$ cat src/rtl/wb_arbiter_2m.sv
// Two-master / one-slave Wishbone B4 pipelined arbiter.
//
// Shares one slave bus between master 0 (UART debug bridge) and master 1
// (CPU or DMA). Ownership lasts for a whole bus cycle (owner CYC high).
// The arbiter tracks accepted-but-unacked requests to cap pipelining depth.
// A watchdog flushes a hung slave by synthesizing acks toward the owner.
//
// Ports:
//   clk, rst            clock, asynchronous active-high reset
//   m0_* / m1_*         master-side Wishbone (cyc/stb/we/adr/dat in; dat/ack/stall out)
//   s_*                 slave-side Wishbone (cyc/stb/we/adr/dat out; dat/ack/stall in)
//   grant_o             registered one-hot owner (01 = m0, 10 = m1, 00 = none)
//   timeout_o           registered one-cycle pulse when the watchdog fires
//
// Bus-side outputs are combinational muxes of the owner's signals, as the
// pipelined Wishbone handshake requires; grant_o and timeout_o are registered.
module wb_arbiter_2m #(
    parameter int unsigned AW         = 16,
    parameter int unsigned DW         = 16,
    parameter int unsigned MAX_OUT    = 4,
    parameter int unsigned TIMEOUT    = 255,
    parameter int unsigned FIXED_PRIO = 0
) (
    input  logic          clk,
    input  logic          rst,

    input  logic          m0_cyc_i,
    input  logic          m0_stb_i,
    input  logic          m0_we_i,
    input  logic [AW-1:0] m0_adr_i,
    input  logic [DW-1:0] m0_dat_i,
    output logic [DW-1:0] m0_dat_o,
    output logic          m0_ack_o,
    output logic          m0_stall_o,

    input  logic          m1_cyc_i,
    input  logic          m1_stb_i,
    input  logic          m1_we_i,
    input  logic [AW-1:0] m1_adr_i,
    input  logic [DW-1:0] m1_dat_i,
    output logic [DW-1:0] m1_dat_o,
    output logic          m1_ack_o,
    output logic          m1_stall_o,

    output logic          s_cyc_o,
    output logic          s_stb_o,
    output logic          s_we_o,
    output logic [AW-1:0] s_adr_o,
    output logic [DW-1:0] s_dat_o,
    input  logic [DW-1:0] s_dat_i,
    input  logic          s_ack_i,
    input  logic          s_stall_i,

    output logic [1:0]    grant_o,
    output logic          timeout_o
);

    localparam int unsigned CNT_W = 4;
    localparam int unsigned WD_W  = 16;

    localparam logic [CNT_W-1:0] CNT_MAX  = CNT_W'(MAX_OUT);
    localparam logic [WD_W-1:0]  WD_LIMIT = WD_W'(TIMEOUT - 1);
    localparam logic             WD_EN    = (TIMEOUT != 0);
    localparam logic             PRIO_M0  = (FIXED_PRIO != 0);

    typedef enum logic [1:0] {
        ST_IDLE  = 2'd0,
        ST_BUSY  = 2'd1,
        ST_FLUSH = 2'd2
    } state_t;

    // owner encoding: 0 = m0, 1 = m1
    state_t             state_q,      state_d;
    logic               owner_q,      owner_d;
    logic               last_owner_q, last_owner_d;
    logic [CNT_W-1:0]   out_cnt_q,    out_cnt_d;
    logic [WD_W-1:0]    wd_cnt_q,     wd_cnt_d;
    logic [1:0]         grant_q,      grant_d;
    logic               timeout_q,    timeout_d;

    // Owner-selected master signals
    logic               own_cyc;
    logic               own_stb;
    logic               own_we;
    logic [AW-1:0]      own_adr;
    logic [DW-1:0]      own_wdat;

    // Owner-directed response, fanned out to the owning master only
    logic               own_ack;
    logic               own_stall;
    logic [DW-1:0]      own_rdat;

    logic               pick;
    logic               accept;
    logic               ack_valid;
    logic               expire;
    logic               cnt_full;

    assign own_cyc  = owner_q ? m1_cyc_i : m0_cyc_i;
    assign own_stb  = owner_q ? m1_stb_i : m0_stb_i;
    assign own_we   = owner_q ? m1_we_i  : m0_we_i;
    assign own_adr  = owner_q ? m1_adr_i : m0_adr_i;
    assign own_wdat = owner_q ? m1_dat_i : m0_dat_i;

    assign cnt_full  = (out_cnt_q >= CNT_MAX);
    // Acks with nothing outstanding are strays from abandoned cycles
    assign ack_valid = s_ack_i && (out_cnt_q != '0);

    // State register
    always_ff @(posedge clk or posedge rst) begin
        if (rst) begin
            state_q      <= ST_IDLE;
            owner_q      <= 1'b0;
            last_owner_q <= 1'b1;
            out_cnt_q    <= '0;
            wd_cnt_q     <= '0;
            grant_q      <= 2'b00;
            timeout_q    <= 1'b0;
        end else begin
            state_q      <= state_d;
            owner_q      <= owner_d;
            last_owner_q <= last_owner_d;
            out_cnt_q    <= out_cnt_d;
            wd_cnt_q     <= wd_cnt_d;
            grant_q      <= grant_d;
            timeout_q    <= timeout_d;
        end
    end

    // Next-state, arbitration, tracker, watchdog and bus muxing
    always_comb begin
        state_d      = state_q;
        owner_d      = owner_q;
        last_owner_d = last_owner_q;
        out_cnt_d    = out_cnt_q;
        wd_cnt_d     = wd_cnt_q;
        grant_d      = grant_q;
        timeout_d    = 1'b0;

        pick      = 1'b0;
        accept    = 1'b0;
        expire    = 1'b0;

        s_cyc_o   = 1'b0;
        s_stb_o   = 1'b0;
        s_we_o    = 1'b0;
        s_adr_o   = '0;
        s_dat_o   = '0;
        own_ack   = 1'b0;
        own_stall = 1'b1;
        own_rdat  = '0;

        case (state_q)
            ST_IDLE: begin
                if (m0_cyc_i && m1_cyc_i) begin
                    pick = PRIO_M0 ? 1'b0 : ~last_owner_q;
                end else begin
                    pick = m1_cyc_i;
                end
                if (m0_cyc_i || m1_cyc_i) begin
                    owner_d      = pick;
                    last_owner_d = pick;
                    grant_d      = pick ? 2'b10 : 2'b01;
                    out_cnt_d    = '0;
                    wd_cnt_d     = '0;
                    state_d      = ST_BUSY;
                end
            end

            ST_BUSY: begin
                s_cyc_o   = own_cyc;
                s_stb_o   = own_stb && !cnt_full;
                s_we_o    = own_we;
                s_adr_o   = own_adr;
                s_dat_o   = own_wdat;
                own_ack   = ack_valid;
                own_rdat  = s_dat_i;
                own_stall = s_stall_i || cnt_full;

                accept = s_stb_o && !s_stall_i;
                if (accept && !ack_valid) begin
                    out_cnt_d = out_cnt_q + CNT_W'(1);
                end else if (!accept && ack_valid) begin
                    out_cnt_d = out_cnt_q - CNT_W'(1);
                end

                // Count idle cycles while the slave owes us acks; saturate
                if ((out_cnt_q != '0) && !s_ack_i) begin
                    if (wd_cnt_q != '1) begin
                        wd_cnt_d = wd_cnt_q + WD_W'(1);
                    end
                end else begin
                    wd_cnt_d = '0;
                end
                expire = WD_EN && (out_cnt_q != '0) && !s_ack_i
                         && (wd_cnt_q == WD_LIMIT);

                if (!own_cyc) begin
                    // Owner released: outstanding work is abandoned
                    state_d   = ST_IDLE;
                    grant_d   = 2'b00;
                    out_cnt_d = '0;
                    wd_cnt_d  = '0;
                end else if (expire) begin
                    state_d   = ST_FLUSH;
                    timeout_d = 1'b1;
                end
            end

            ST_FLUSH: begin
                // Slave side is quiet; one synthetic ack per outstanding request
                if (!own_cyc) begin
                    state_d   = ST_IDLE;
                    grant_d   = 2'b00;
                    out_cnt_d = '0;
                    wd_cnt_d  = '0;
                end else begin
                    own_ack = (out_cnt_q != '0);
                    if (out_cnt_q != '0) begin
                        out_cnt_d = out_cnt_q - CNT_W'(1);
                    end
                    if (out_cnt_q <= CNT_W'(1)) begin
                        wd_cnt_d = '0;
                        state_d  = ST_BUSY;
                    end
                end
            end

            default: begin
                state_d   = ST_IDLE;
                grant_d   = 2'b00;
                out_cnt_d = '0;
                wd_cnt_d  = '0;
            end
        endcase
    end

    // Route the owner response; the non-owner is always stalled and silent
    always_comb begin
        m0_ack_o   = 1'b0;
        m0_stall_o = 1'b1;
        m0_dat_o   = '0;
        m1_ack_o   = 1'b0;
        m1_stall_o = 1'b1;
        m1_dat_o   = '0;
        if (owner_q) begin
            m1_ack_o   = own_ack;
            m1_stall_o = own_stall;
            m1_dat_o   = own_rdat;
        end else begin
            m0_ack_o   = own_ack;
            m0_stall_o = own_stall;
            m0_dat_o   = own_rdat;
        end
    end

    assign grant_o   = grant_q;
    assign timeout_o = timeout_q;

endmodule

$ cat config.mk
export PLATFORM = sky130hd
export DESIGN_NAME = wb_arbiter_2m
export DESIGN_NICKNAME = d
export VERILOG_FILES = /design/src/rtl/wb_arbiter_2m.sv
export SDC_FILE = /design/constraint.sdc
export NUM_CORES = 1
export LEC_CHECK = 0
export CORE_MARGIN = 4
export CORE_UTILIZATION = 35
export CTS_CLUSTER_SIZE = 30
export DETAILED_ROUTE_END_ITERATION = 10
export PLACE_DENSITY = 0.79
export SKIP_CTS_REPAIR_TIMING = 1
export SYNTH_ARGS = -nofsm -noshare
export SYNTH_HDL_FRONTEND = slang
export SYNTH_SLANG_ARGS = --single-unit
$ cat constraint.sdc
create_clock -name clk -period 2.1 [get_ports clk]
set_clock_uncertainty 0.15 [all_clocks]
set_input_delay 0.42 -clock clk [delete_from_list [all_inputs] [get_ports clk]]
set_output_delay 0.42 -clock clk [all_outputs]
set_load 0.01 [all_outputs]
==> flow_metrics.py, run 1 <==
metrics = {
    "detailed_routing": {
        "drc": 0,
        "first_pass_iters": 4,
        "wl_per_cell_microns": 20.1,
        "wl_met3_microns": 1200,
        "met1_length_microns": 4440,
        "dr_total_vias": 3558,
        "dr_wl_met2_microns": 7040,
        "wirelength_microns": 13200,
        "ant_nets": 0,
        "post_drt_via_cell_ratio": 5.41,
        "drtIter0Drc": 177,
        "top_layer_used": "met5",
    },
    "clocking": {
        "insertion_delay_ps": 290,
        "cts_tree": "done",
        "numCtsBuffers": 3,
        "cts.sinks": 27,
        "cts.htree.levels": 1,
        "clk_path_buf_depth": 2,
        "clkSlewWorstSetupHoldPaths_ps": 100,
        "cts-root-buf": "clkbuf_8",
    },
    "placed_design": {
        "dp.cells": 620,
        "placed_area_sq_um": 4890,
        "dpl.hpwl_microns": 9390,
        "port_buffers": 163,
        "gp_congestion": 0.933,
    },
    "layout": {
        "multi_input_area_sq_um": 2260,
        "nets": 659,
        "final_core_util_pct": 74.1,
        "regArea_sq_um": 684,
        "fillers": 534,
        "drive_gt1_share_pct": 42.2,
        "fin_cells": 658,
        "finalInstanceArea_sq_um": 5490,
        "antenna_cells": 0,
        "syn2layout_area_growth_pct": 101,
    },
    "power": {
        "pwr-share-comb_pct": 81.3,
        "p_per_area_nw_per_um2": 993,
        "p_sw_share_pct": 42.4,
        "p_leak_nw": 2.68,
        "power.switching_mw": 2.31,
        "p_clk_share_pct": 5.8,
        "irDropWorstVdd_uv": 495,
        "intPower_mw": 3.14,
        "power_frac_seq_pct": 12.9,
    },
    "die": {
        "floorplan.initialDensity_pct": 36.8,
        "dieArea_sq_um": 9270,
        "fp.coreArea_sq_um": 7410,
        "io_pins": 164,
        "dieHeight_microns": 96.3,
        "die_w_microns": 96.3,
        "rows": 31,
    },
    "setup_path": {
        "endpoint_kind": "flop",
        "path_cells": "buf_6 > mux2_4 > buf_12 > o311ai_4 > buf_6 > nand2_8 > buf_8 > buf_6 > nor4_1 > o21a_1",
        "worst_r2r_endpoint": "wd_cnt_q[14]",
        "r2r-start": "owner_q",
        "cp_slowest_stage_delay_ps": 440,
        "path_common_cell": "buf_6",
        "criticalPathCategory": "flop to flop",
        "rrSetupSlack_ps": -240,
        "r2r_cells": 10,
        "slowest_stage": "dfrtp_2",
        "critPathLaunchType": "flop",
        "arrival_ps": 2420,
        "crit_fanout": 7,
        "required_ps": 2190,
    },
    "grt": {
        "grt_max_degree": 28,
        "grt_first_pass_wirelength_microns": 16300,
        "grt_pass1_vias": 3168,
        "overflow": 0,
        "antenna_found_initial": 1,
        "grt_usage_pct": 22.7,
    },
    "synthesis": {
        "synth_edf_count": 0,
        "yosysSeqAreaShare_pct": 24.8,
        "synthArstFlopShare_pct": 100,
        "syn_nets": 419,
        "ys.flop_type": "dfrtp_1",
        "avgSynthCellArea_sq_um": 8.52,
        "syn_inst": 320,
        "synth_cell_types": 56,
        "netlist_area_sq_um": 2730,
        "yosys_warnings": 0,
        "synth_seq_cells": 27,
    },
    "min_path": {
        "whs_path_depth": 3,
        "hold_path_class": "input pin to flop",
        "hold_end": "last_owner_q",
        "min_from": "m0_cyc_i",
    },
    "timing": {
        "finalWorstSetupSlack_ps": -238,
        "worst_pin_slew_ps": 394,
        "finalSetupViolations": 42,
        "slew_viol_final": 0,
        "fin_crit_sh_pct": 111,
        "period_needed_ps": 2340,
        "rsz0062_at_grt": "true",
        "max_freq_ghz": 0.428,
        "max_slew_margin_pct": 73.5,
        "hold_viol_final": 0,
    },
    "run": {
        "cap_violations": 0,
    },
    "run_status": {
        "violations": "negative setup slack",
        "status": "finished with violations",
    },
}
==> cell usage after synthesis, types with 2 or more instances <==
library cell / number / area, sq um
nor2b_1: 36 / 225
o22ai_1: 2 / 12.5
o21ai_0: 13 / 65.1
nand2b_1: 3 / 18.8
a21o_1: 2 / 15.0
mux2_4: 2 / 30.0
and2_1: 20 / 125
nand2_1: 18 / 67.6
nor3_1: 2 / 10.0
a21oi_1: 15 / 75.1
nor2_1: 10 / 37.5
or2_2: 3 / 18.8
buf_1: 3 / 11.3
ha_1: 9 / 113
nor4_1: 4 / 25.0
clkbuf_1: 11 / 41.3
or4_1: 7 / 52.6
mux2i_1: 35 / 350
nor3b_1: 3 / 22.5
o31ai_1: 7 / 52.6
or3_1: 4 / 25.0
buf_2: 2 / 10.0
inv_1: 9 / 33.8
a311o_1: 2 / 20.0
a31oi_1: 2 / 12.5
nand3_1: 9 / 45.0
dfrtp_1: 26 / 651
nor4_2: 2 / 25.0
a22o_1: 2 / 17.5
o211ai_1: 3 / 22.5
nand4b_1: 2 / 17.5
and3_1: 19 / 119
buf_6: 3 / 33.8
nand4_1: 8 / 50.1
==> sequential cells by signal (all words and copies together), names as in the netlist <==
name,count
wd_cnt_q,16
state_q,2
timeout_o,1
grant_o,2
last_owner_q,1
owner_q,1
out_cnt_q,4
==> per-layer routing <==
layer  GRT usage, %  up-vias
li1               -     1652
met1           24.1     1673
met2           44.3      180
met3           5.32       51
met4           5.33        2
met5              0        -
==> worst max path at each step <==
stage	to	startpoint
2_1_floorplan	wd_cnt_q[4]	out_cnt_q[0]
3_3_place_gp	m1_ack_o	m0_cyc_i
3_5_place_dp	m1_ack_o	m0_cyc_i
4_1_cts	m0_dat_o[10]	state_q[1]
5_1_grt	wd_cnt_q[14]	owner_q
6_report	wd_cnt_q[14]	owner_q
==> worst max-delay path, delay by kind of cell, from the launching register on <==
kind / cells / cell delay [ps]
AO/OA/AOI/OAI: 2 / 250
buffers and inverters: 5 / 670
flip-flops: 1 / 440
multiplexers: 1 / 320
AND/OR/NAND/NOR: 2 / 440
==> power groups by stage <==
stage	clock network, mW	registers, mW	logic (mW)
floorplan	0	0.711	1.95
global placement	0	0.700	3.94
detailed placement	0	0.705	4.01
CTS	0.314	0.694	4.02
global route	0.337	0.712	4.73
finish	0.317	0.702	4.44
==> cell families after synthesis <==
| kind of cell | Yosys count | synth area share [%] |
|---|---|---|
| and+or+nand+nor | 160 | 36.8 |
| AOI/OAI and AO/OA | 55 | 14.1 |
| muxes | 39 | 14.8 |
| buffers and inverters | 29 | 5.05 |
| DFF | 27 | 24.8 |
| adders and majority gates | 9 | 4.13 |
| xor gates and xnor gates | 1 | 0.321 |
==> stage by stage <==
step                      hold slack [ps]  total power, mW  worst slack (ps)  setup TNS [ps]
final                                 321             5.46              -238           -3830
after global routing                  328             5.78              -269           -7190
after CTS                             357             5.03              -527          -35700
after detailed placement              375             4.72              -477          -19250
after global placement                354             4.64              -461          -16930
after floorplan                       322             2.66             -46.8            -201
==> placed cells by master, fill, tap and decap left out, types with 5 or more instances in the layout <==
cell             instances
a21oi_1                  6
a21oi_2                  8
and2_1                  11
and2_4                   9
and3_1                  18
buf_12                   7
buf_2                   28
buf_4                   49
buf_6                   43
clkbuf_2                20
clkdlybuf4s50_1         90
dfrtp_1                 20
dfrtp_2                  6
dlymetal6s2s_1          14
ha_1                     5
inv_2                    5
mux2i_1                 35
nand2_1                 13
nand3_1                  9
nand4_1                  8
nor2_1                   8
nor2b_1                 34
o21ai_1                  6
or4_4                    7
==> cell type report <==
type / instances / area share, %
multi-input combinational: 266 / 41.1
sequential: 27 / 12.5
tap: 99 / 2.26
clock buffer: 3 / 0.752
clock inverter: 1 / 0.0911
timing repair buffer: 253 / 42.8
inverter: 9 / 0.615
Power figures use the tool's default switching activity.
==> inputs of run 2 (changes only) <==
--- a/config.mk
+++ b/config.mk
@@ -5,8 +5,10 @@
 export SDC_FILE = /design/constraint.sdc
 export NUM_CORES = 1
 export LEC_CHECK = 0
-export CORE_MARGIN = 4
+export CAP_MARGIN = 40
+export CORE_MARGIN = 2
 export CORE_UTILIZATION = 35
+export CTS_BUF_LIST = sky130_fd_sc_hd__clkbuf_4
 export CTS_CLUSTER_SIZE = 30
 export DETAILED_ROUTE_END_ITERATION = 10
 export PLACE_DENSITY = 0.79
==> flow_metrics.py, run 2 (synthesis results as in run 1) <==
metrics = {
    "grt": {
        "grt_pass1_vias": 3353,
        "overflow": 0,
        "grt_first_pass_wirelength_microns": 16400,
        "grt_max_degree": 32,
        "grt_usage_pct": 24.0,
        "antenna_found_initial": 0,
    },
    "power": {
        "p_per_area_nw_per_um2": 1040,
        "p_leak_nw": 2.51,
        "total_power_mw": 5.54,
        "irDropWorstVdd_uv": 419,
    },
    "die": {
        "die_w_microns": 92.3,
        "io_pins": 164,
        "floorplan.initialDensity_pct": 35.7,
        "dieArea_sq_um": 8510,
        "dieHeight_microns": 92.3,
        "fp.coreArea_sq_um": 7650,
        "rows": 32,
    },
    "timing": {
        "finalSetupViolations": 79,
        "period_needed_ps": 2330,
        "max_slew_margin_pct": 75.5,
        "finalWorstSetupSlack_ps": -235,
        "hold_viol_final": 0,
        "rsz0062_at_grt": "true",
        "worst_pin_slew_ps": 368,
        "fin_crit_sh_pct": 111,
        "slew_viol_final": 0,
        "max_freq_ghz": 0.428,
    },
    "run_status": {
        "violations": "negative setup slack",
        "status": "finished with violations",
    },
    "min_path": {
        "hold_path_class": "input pin to async pin",
    },
    "setup_path": {
        "crit_family": "simple AND/OR/NAND/NOR gates",
        "criticalPathCategory": "flop to flop",
        "cp_slowest_stage_delay_ps": 510,
        "arrival_ps": 2470,
        "critPathLaunchType": "flop",
        "cp.buffers_inverters": 3,
        "crit_fanout": 5,
        "slowest_stage": "or4_1",
        "required_ps": 2240,
        "path_cells": "inv_2 > ha_4 > or3b_4 > buf_6 > nand4_4 > buf_4 > and3_1 > or4_1 > nand2_1",
        "endpoint_kind": "flop",
    },
    "clocking": {
        "cts-root-buf": "clkbuf_4",
        "cts.htree.levels": 1,
        "cts_tree": "done",
        "clkSlewWorstSetupHoldPaths_ps": 160,
        "insertion_delay_ps": 350,
        "cts.sinks": 27,
        "numCtsBuffers": 3,
        "clk_path_buf_depth": 2,
    },
    "detailed_routing": {
        "dr_total_vias": 3541,
        "post_drt_via_cell_ratio": 5.29,
        "drtIter0Drc": 195,
        "ant_nets": 0,
        "drc": 0,
        "first_pass_iters": 5,
        "wirelength_microns": 12000,
        "wl_per_cell_microns": 17.9,
    },
    "layout": {
        "final_core_util_pct": 69.4,
        "nets": 668,
        "fillers": 594,
        "largest_register_ffs": 16,
        "finalInstanceArea_sq_um": 5310,
        "reg.largest.list": "wd_cnt_q (16), out_cnt_q (4)",
        "multi_input_area_sq_um": 2160,
        "drive_gt1_share_pct": 43.1,
        "top_register": "wd_cnt_q",
        "mostFrequentLayoutCells": "clkdlybuf4s50_1 (92), buf_4 (76), buf_2 (41)",
        "final_common_cell": "clkdlybuf4s50_1",
        "regArea_sq_um": 679,
        "antenna_cells": 0,
        "syn2layout_area_growth_pct": 94.7,
    },
    "placed_design": {
        "port_buffers": 163,
        "placed_area_sq_um": 4990,
        "dpl.hpwl_microns": 8710,
        "gp_congestion": 0.939,
        "dp_slack_ps": -464,
    },
    "run": {
        "cap_violations": 0,
    },
}
==> run 2: cell types whose count changed in the layout (fill, tap and decap cells not counted), moves of 3 or more <==
cell and change:
buf_4 +27, buf_6 -21, dlymetal6s2s_1 -14, buf_2 +13, and2_1 +8, and2_4 -8
o21ai_0 +7, o21ai_1 -6, clkbuf_4 +4, dfrtp_1 +4, dfrtp_2 -4, clkbuf_8 -3
==> run 2: power by group <==
| group | internal, mW | switching [mW] |
|---|---|---|
| clock | 0.0877 | 0.167 |
| sequential | 0.615 | 0.0739 |
| combinational | 2.52 | 2.08 |
| total | 3.22 | 2.32 |
==> run 2: path summary, 6_finish.rpt <==
check | cells after the start | endpoint | slack [ps] | from
worst max-delay path | 9 | wd_cnt_q[15] | -230 | out_cnt_q[1]
worst min-delay path | 3 | wd_cnt_q[4] | 280 | rst
worst max register to register | 9 | wd_cnt_q[15] | -230 | out_cnt_q[1]
worst min register to register | 2 | last_owner_q | 390 | last_owner_q
max in group asynchronous | 3 | last_owner_q | 1210 | rst
min in group clk | 2 | last_owner_q | 390 | last_owner_q
==> run 2: final cells by class <==
class,instances,share of cell area [%]
multi-input combinational,265,40.7
timing repair buffer,263,42.8
clock buffer,4,0.566
inverter,9,0.683
tap,102,2.40
sequential,27,12.8
==> run 2: routing by layer <==
metal | vias up | global-route usage (%) | part of all wire (%)
li1 | 1669 | - | -
met1 | 1690 | 25.7 | 36
met2 | 155 | 48.4 | 55
met3 | 27 | 4.27 | 6.8
met4 | 0 | 4.73 | 1.9
met5 | - | 0 | 0
==> run 2: metrics by stage <==
stage	TNS [ps]	std cells	hold slack [ps]
finish	-5920	670	279
global route	-11160	670	323
CTS	-37670	640	299
detailed placement	-17150	636	370
global placement	-15530	636	349
floorplan	-201	320	322
==> run 2: worst register-to-register path: cells and delay by family (launching register included) <==
family | cells | cell delay, ps
fa+ha+maj | 1 | 160
buf+inv | 3 | 390
simple gates | 5 | 1170
flops | 1 | 410
==> inputs of run 3 (changes only) <==
--- a/config.mk
+++ b/config.mk
@@ -9,6 +9,7 @@
 export CORE_MARGIN = 2
 export CORE_UTILIZATION = 35
 export CTS_BUF_LIST = sky130_fd_sc_hd__clkbuf_4
+export CTS_CLUSTER_DIAMETER = 40
 export CTS_CLUSTER_SIZE = 30
 export DETAILED_ROUTE_END_ITERATION = 10
 export PLACE_DENSITY = 0.79
==> results of run 3 <==
Final layout, timing and power as in run 2 (identical DEF).
==> edit 1 (settings of run 2) <==
The output `timeout_o` loses its register stage (`timeout_q` becomes a continuous assignment).
--- a/src/rtl/wb_arbiter_2m.sv
+++ b/src/rtl/wb_arbiter_2m.sv
@@ -115,7 +115,6 @@
             out_cnt_q    <= '0;
             wd_cnt_q     <= '0;
             grant_q      <= 2'b00;
-            timeout_q    <= 1'b0;
         end else begin
             state_q      <= state_d;
             owner_q      <= owner_d;
@@ -123,9 +122,10 @@
             out_cnt_q    <= out_cnt_d;
             wd_cnt_q     <= wd_cnt_d;
             grant_q      <= grant_d;
-            timeout_q    <= timeout_d;
         end
     end
+
+    assign timeout_q = timeout_d;
 
     // Next-state, arbitration, tracker, watchdog and bus muxing
     always_comb begin
Behaviour: same outputs for any inputs over 10 cycles, from zero or initial values and one cycle with rst high; that may be too few to reach the edited logic, so the function may still have changed.
==> edit 1 against run 2 <==
- the flow still finishes with violations (negative setup slack)
- routed wire length rose by 22%
- highest routed layer unchanged
- non-clock buffer count rose by 20
- critical endpoint is now timeout_o
- register-to-register slack got worse by 180 ps
- power rose by 17%
- setup slack got worse by 300 ps
- largest cell class unchanged
- synthesized area fell by 4.4%
- largest power group unchanged
- final cell count rose by 1.5%
- sequential cell count fell by 1
- design area rose by 8.6%
==> edit 1: results (changes against run 2) <==
----------------------------------------------------
[Synthesis]
  Multiplexer share of the synthesized area ... 14.1% (-0.71 points)
  Post-synthesis share of cell area spent on full adders, half adders and majority gates ... 4.80% (+0.67 points)
  Synth area leaders ... dfrtp_1, mux2i_1, nor2b_1, ha_1, and2_1
  Xor/xnor cell area share of the yosys netlist ... 1.34% (+1.0 points)
  Compound-cell area share of the yosys netlist ... 15.1% (+0.94 points)
  Count of unique library cells instantiated by Yosys ... 52 (-7.1%)
  Fraction of the yosys area taken by sequential cells ... 25.0% (+0.18 points)

[GRT]
  First-pass GRT wire length ... 16.2 mm (-1.5%)
  Met1 Use GR ... 30.2% (+4.6 points)
  Global-route met3 utilization ... 6.59% (+2.3 points)
  Global Route met2 Usage ... 43.5% (-4.9 points)

[Placement]
  Post-detailed-placement half-perimeter wirelength ... 8.71 mm (about the same)
  RePlAce Congestion ... 0.902 (-4.0%)
  Post-Place Worst Slack ... -540 ps (-76.1 ps)
  Post-placement cell count ... 626 (-1.6%)

[Timing]
  Final worst hold slack ... 253 ps (-25.6 ps)
  Post-route setup TNS ... -18260 ps (-12340 ps)
  Final worst-path setup slack ... -533 ps (-299 ps)
  Final Setup Violations ... 90 (+14%)
  Max transition margin ... 65.8% (-9.7 points)

[Route]
  Met3 layer wire length in the routed design ... 1.31 mm (+61%)
  Post-route met1 wirelength ... 5.49 mm (+26%)
  Via total after detailed routing ... 3820 (+7.9%)
  DR iter-0 viols ... 259 (+33%)
  Total wirelength of the detailed-routed design ... 14.7 mm (+22%)
  Per-cell via count in the routed design ... 5.62 (+6.3%)
  Met2 routed WL ... 7.44 mm (+13%)

[Pwr]
  Sequential fraction of design power ... 10.3% (-2.1 points)
  Clock power share ... 5.4% (+0.8 points)
  Maximum ir drop on the vdd rail ... 0.575 mV (+37%)
  Reported net switching power ... 2680 uW (+16%)

[Status]
  Run status ... complete, but fails checks
  Violations in the final reports ... negative setup slack

[Setup path]
  CP max-delay cell ... or4b_4
  Worst-path maximum fanout ... 2 (-3)
  Origin of the critical flop-to-flop path ... wd_cnt_q[0]

[Finish]
  Fillers ... 386 (-35%)

----------------------------------------------------
-- edit 1: worst max-delay path: cells and delay by family, from the launching register on --
kind | cells | cell delay, ps
AND/OR/NAND/NOR | 4 | 1010
adder cells (fa/ha/maj) | 1 | 130
flip-flops | 1 | 400
buffers and inverters | 2 | 200
-- edit 1: final cells by class --
class                   count  share of cell area, %
repair buffers            283                   44.9
multi-input cells         255                   39.9
flip-flops and latches     26                   11.3
well taps                  99                   2.15
inverters                  13                  0.847
clock inverters             1                  0.521
clock buffers               3                  0.391
-- edit 1: worst max path at each step --
stage	startpoint	to	slack, ps	cells past startpoint
finish	wd_cnt_q[0]	timeout_o	-530	7
global route	wd_cnt_q[0]	timeout_o	-560	7
CTS	wd_cnt_q[0]	timeout_o	-840	7
detailed placement	m0_cyc_i	wd_cnt_q[2]	-540	8
global placement	m0_cyc_i	m1_ack_o	-460	6
floorplan	out_cnt_q[0]	wd_cnt_q[14]	-140	8
==> edit 2 (flow settings as in run 2) <==
Made on the original files. Set the localparam `WD_W` to 32 (it was 16).
--- a/src/rtl/wb_arbiter_2m.sv
+++ b/src/rtl/wb_arbiter_2m.sv
@@ -56,7 +56,7 @@
 );
 
     localparam int unsigned CNT_W = 4;
-    localparam int unsigned WD_W  = 16;
+    localparam int unsigned WD_W  = 32;
 
     localparam logic [CNT_W-1:0] CNT_MAX  = CNT_W'(MAX_OUT);
     localparam logic [WD_W-1:0]  WD_LIMIT = WD_W'(TIMEOUT - 1);
Formal check against the unedited RTL: same outputs for any inputs over 10 cycles, from zero or initial values and one cycle with rst high; that may be too few to reach the edited logic, so the function may still have changed.
==> edit 2 against run 2 <==
- the flow still finishes with violations (negative setup slack)
- global-route usage up 0.57 points
- power increased by 33%
- design area rose by 39%
- sequential cell count grew 16
- synthesized area is 37% higher
- maximum frequency down 2.5%
- count of clock-buffer cells in the layout increased by 2
- routed wire length increased by 59%
- setup slack got worse by 60 ps
==> edit 2: results (changes against run 2) <==
----------------------------------------------------
[Finish]
  Filler-free cell count of the finished design ... 864 (+29%)
  #MultiIn Comb ... 355 (+34%)
  Share of final-layout standard cells stronger than drive strength 1 ... 45.5% (+2.4 points)
  Layout sequential cell count ... 43 (+59%)
  Number of non-clock inverters ... 12 (+3)
  Ant. Diodes ... 1 (+1)
  FF+latch area ... 1080 um^2 (+59%)
  Leading registers by flop count ... wd_cnt_q (32), out_cnt_q (4)
  Utilization after layout ... 71.4% (+1.9 points)
  # nets final ... 825 (+24%)
  # clk buffers ... 6 (+2)
  Fin area ... 7400 um^2 (+39%)
  Relative area of non-clock buffer cells in the final design ... 39.2% (-3.6 points)
  Fillers ... 658 (+11%)

[Timing]
  Final worst hold slack ... 253 ps (-26.1 ps)
  Post-route setup TNS ... -16190 ps (-10260 ps)
  Transition at the pin with the smallest max-transition slack ... 493 ps (+125 ps)
  Final worst-path setup slack ... -294 ps (-59.6 ps)
  Final Setup Violations ... 103 (+30%)

[Clock network]
  Clock buffer count from CTS ... 5 (+2)
  Skew-Pair Late Insertion Delay ... 380 ps (+30 ps)

[Route]
  Post-route met1 wirelength ... 6.71 mm (+54%)
  Per-cell via count in the routed design ... 5.91 (+12%)
  Met2 routed WL ... 9.80 mm (+49%)
  Met3 layer wire length in the routed design ... 1.44 mm (+77%)
  DR iter-0 viols ... 389 (+99%)

[Status]
  Run status ... complete, but fails checks
  Violations in the final reports ... negative setup slack

[Pwr]
  Power in sequential cells ... 1020 uW (+48%)
  Maximum ir drop on the vdd rail ... 0.690 mV (+65%)
  Comb. pwr ... 5940 uW (+29%)

[Placement]
  Post-Place Worst Slack ... -556 ps (-91.4 ps)
  Post-DP Area ... 6330 um^2 (+27%)
  Post-detailed-placement half-perimeter wirelength ... 11.6 mm (+33%)
  Post-placement cell count ... 807 (+27%)

[Synthesis]
  Mean instance size in the synthesized netlist ... 8.44 um^2 (-0.91%)
  Fraction of the yosys area taken by sequential cells ... 28.8% (+4.0 points)
  Commonest cells post-synth ... dfrtp_1, mux2i_1, nor2b_1

[GRT]
  Antenna violations before repair ... 1 (+1)
  Met1 Use GR ... 27.1% (+1.4 points)
  Via count of the first global-routing pass ... 4590 (+37%)
  Global-route met3 utilization ... 4.66% (+0.39 points)
  Global Route met2 Usage ... 45.8% (-2.6 points)
  First-pass GRT wire length ... 22.6 mm (+38%)

[Setup path]
  Worst-path maximum fanout ... 25 (+20)
  Data arrival at the endpoint of the critical path ... 2520 ps (+50 ps)

----------------------------------------------------
-- edit 2: cell count changes after synthesis, moves of 5 or more --
cell	delta
nand2b_1	+7
and3_1	+7
or4_1	+5
buf_2	+7
clkbuf_1	+7
nand2_1	+5
o31ai_1	+22
nor4_1	+10
dfrtp_1	+16
nand3_1	+18
nand4_1	+7
-- edit 2: worst register-to-register path, stage by stage, from the launching register on --
cell       delay (ps)
dfrtp_1           410
inv_2              90
ha_4              180
buf_6             130
clkbuf_16         150
nand4_4           140
nor4bb_4          520
buf_6             290
or4_1             180
a21oi_2            50
-- edit 2: cells by family (layout without fill, tap and decap cells) --
logic type | count (synthesis) | in the layout | share of synthesized area, %
AO/OA/AOI/OAI | 85 | 85 | 16.3
multiplexers | 41 | 41 | 11.2
buffers and inverters | 46 | 329 | 5.62
other | 0 | 1 | 0
flip-flops | 43 | 43 | 28.8
adder cells (fa/ha/maj) | 9 | 9 | 3.01
XOR/XNOR | 1 | 1 | 0.234
AND/OR/NAND/NOR | 218 | 219 | 34.9
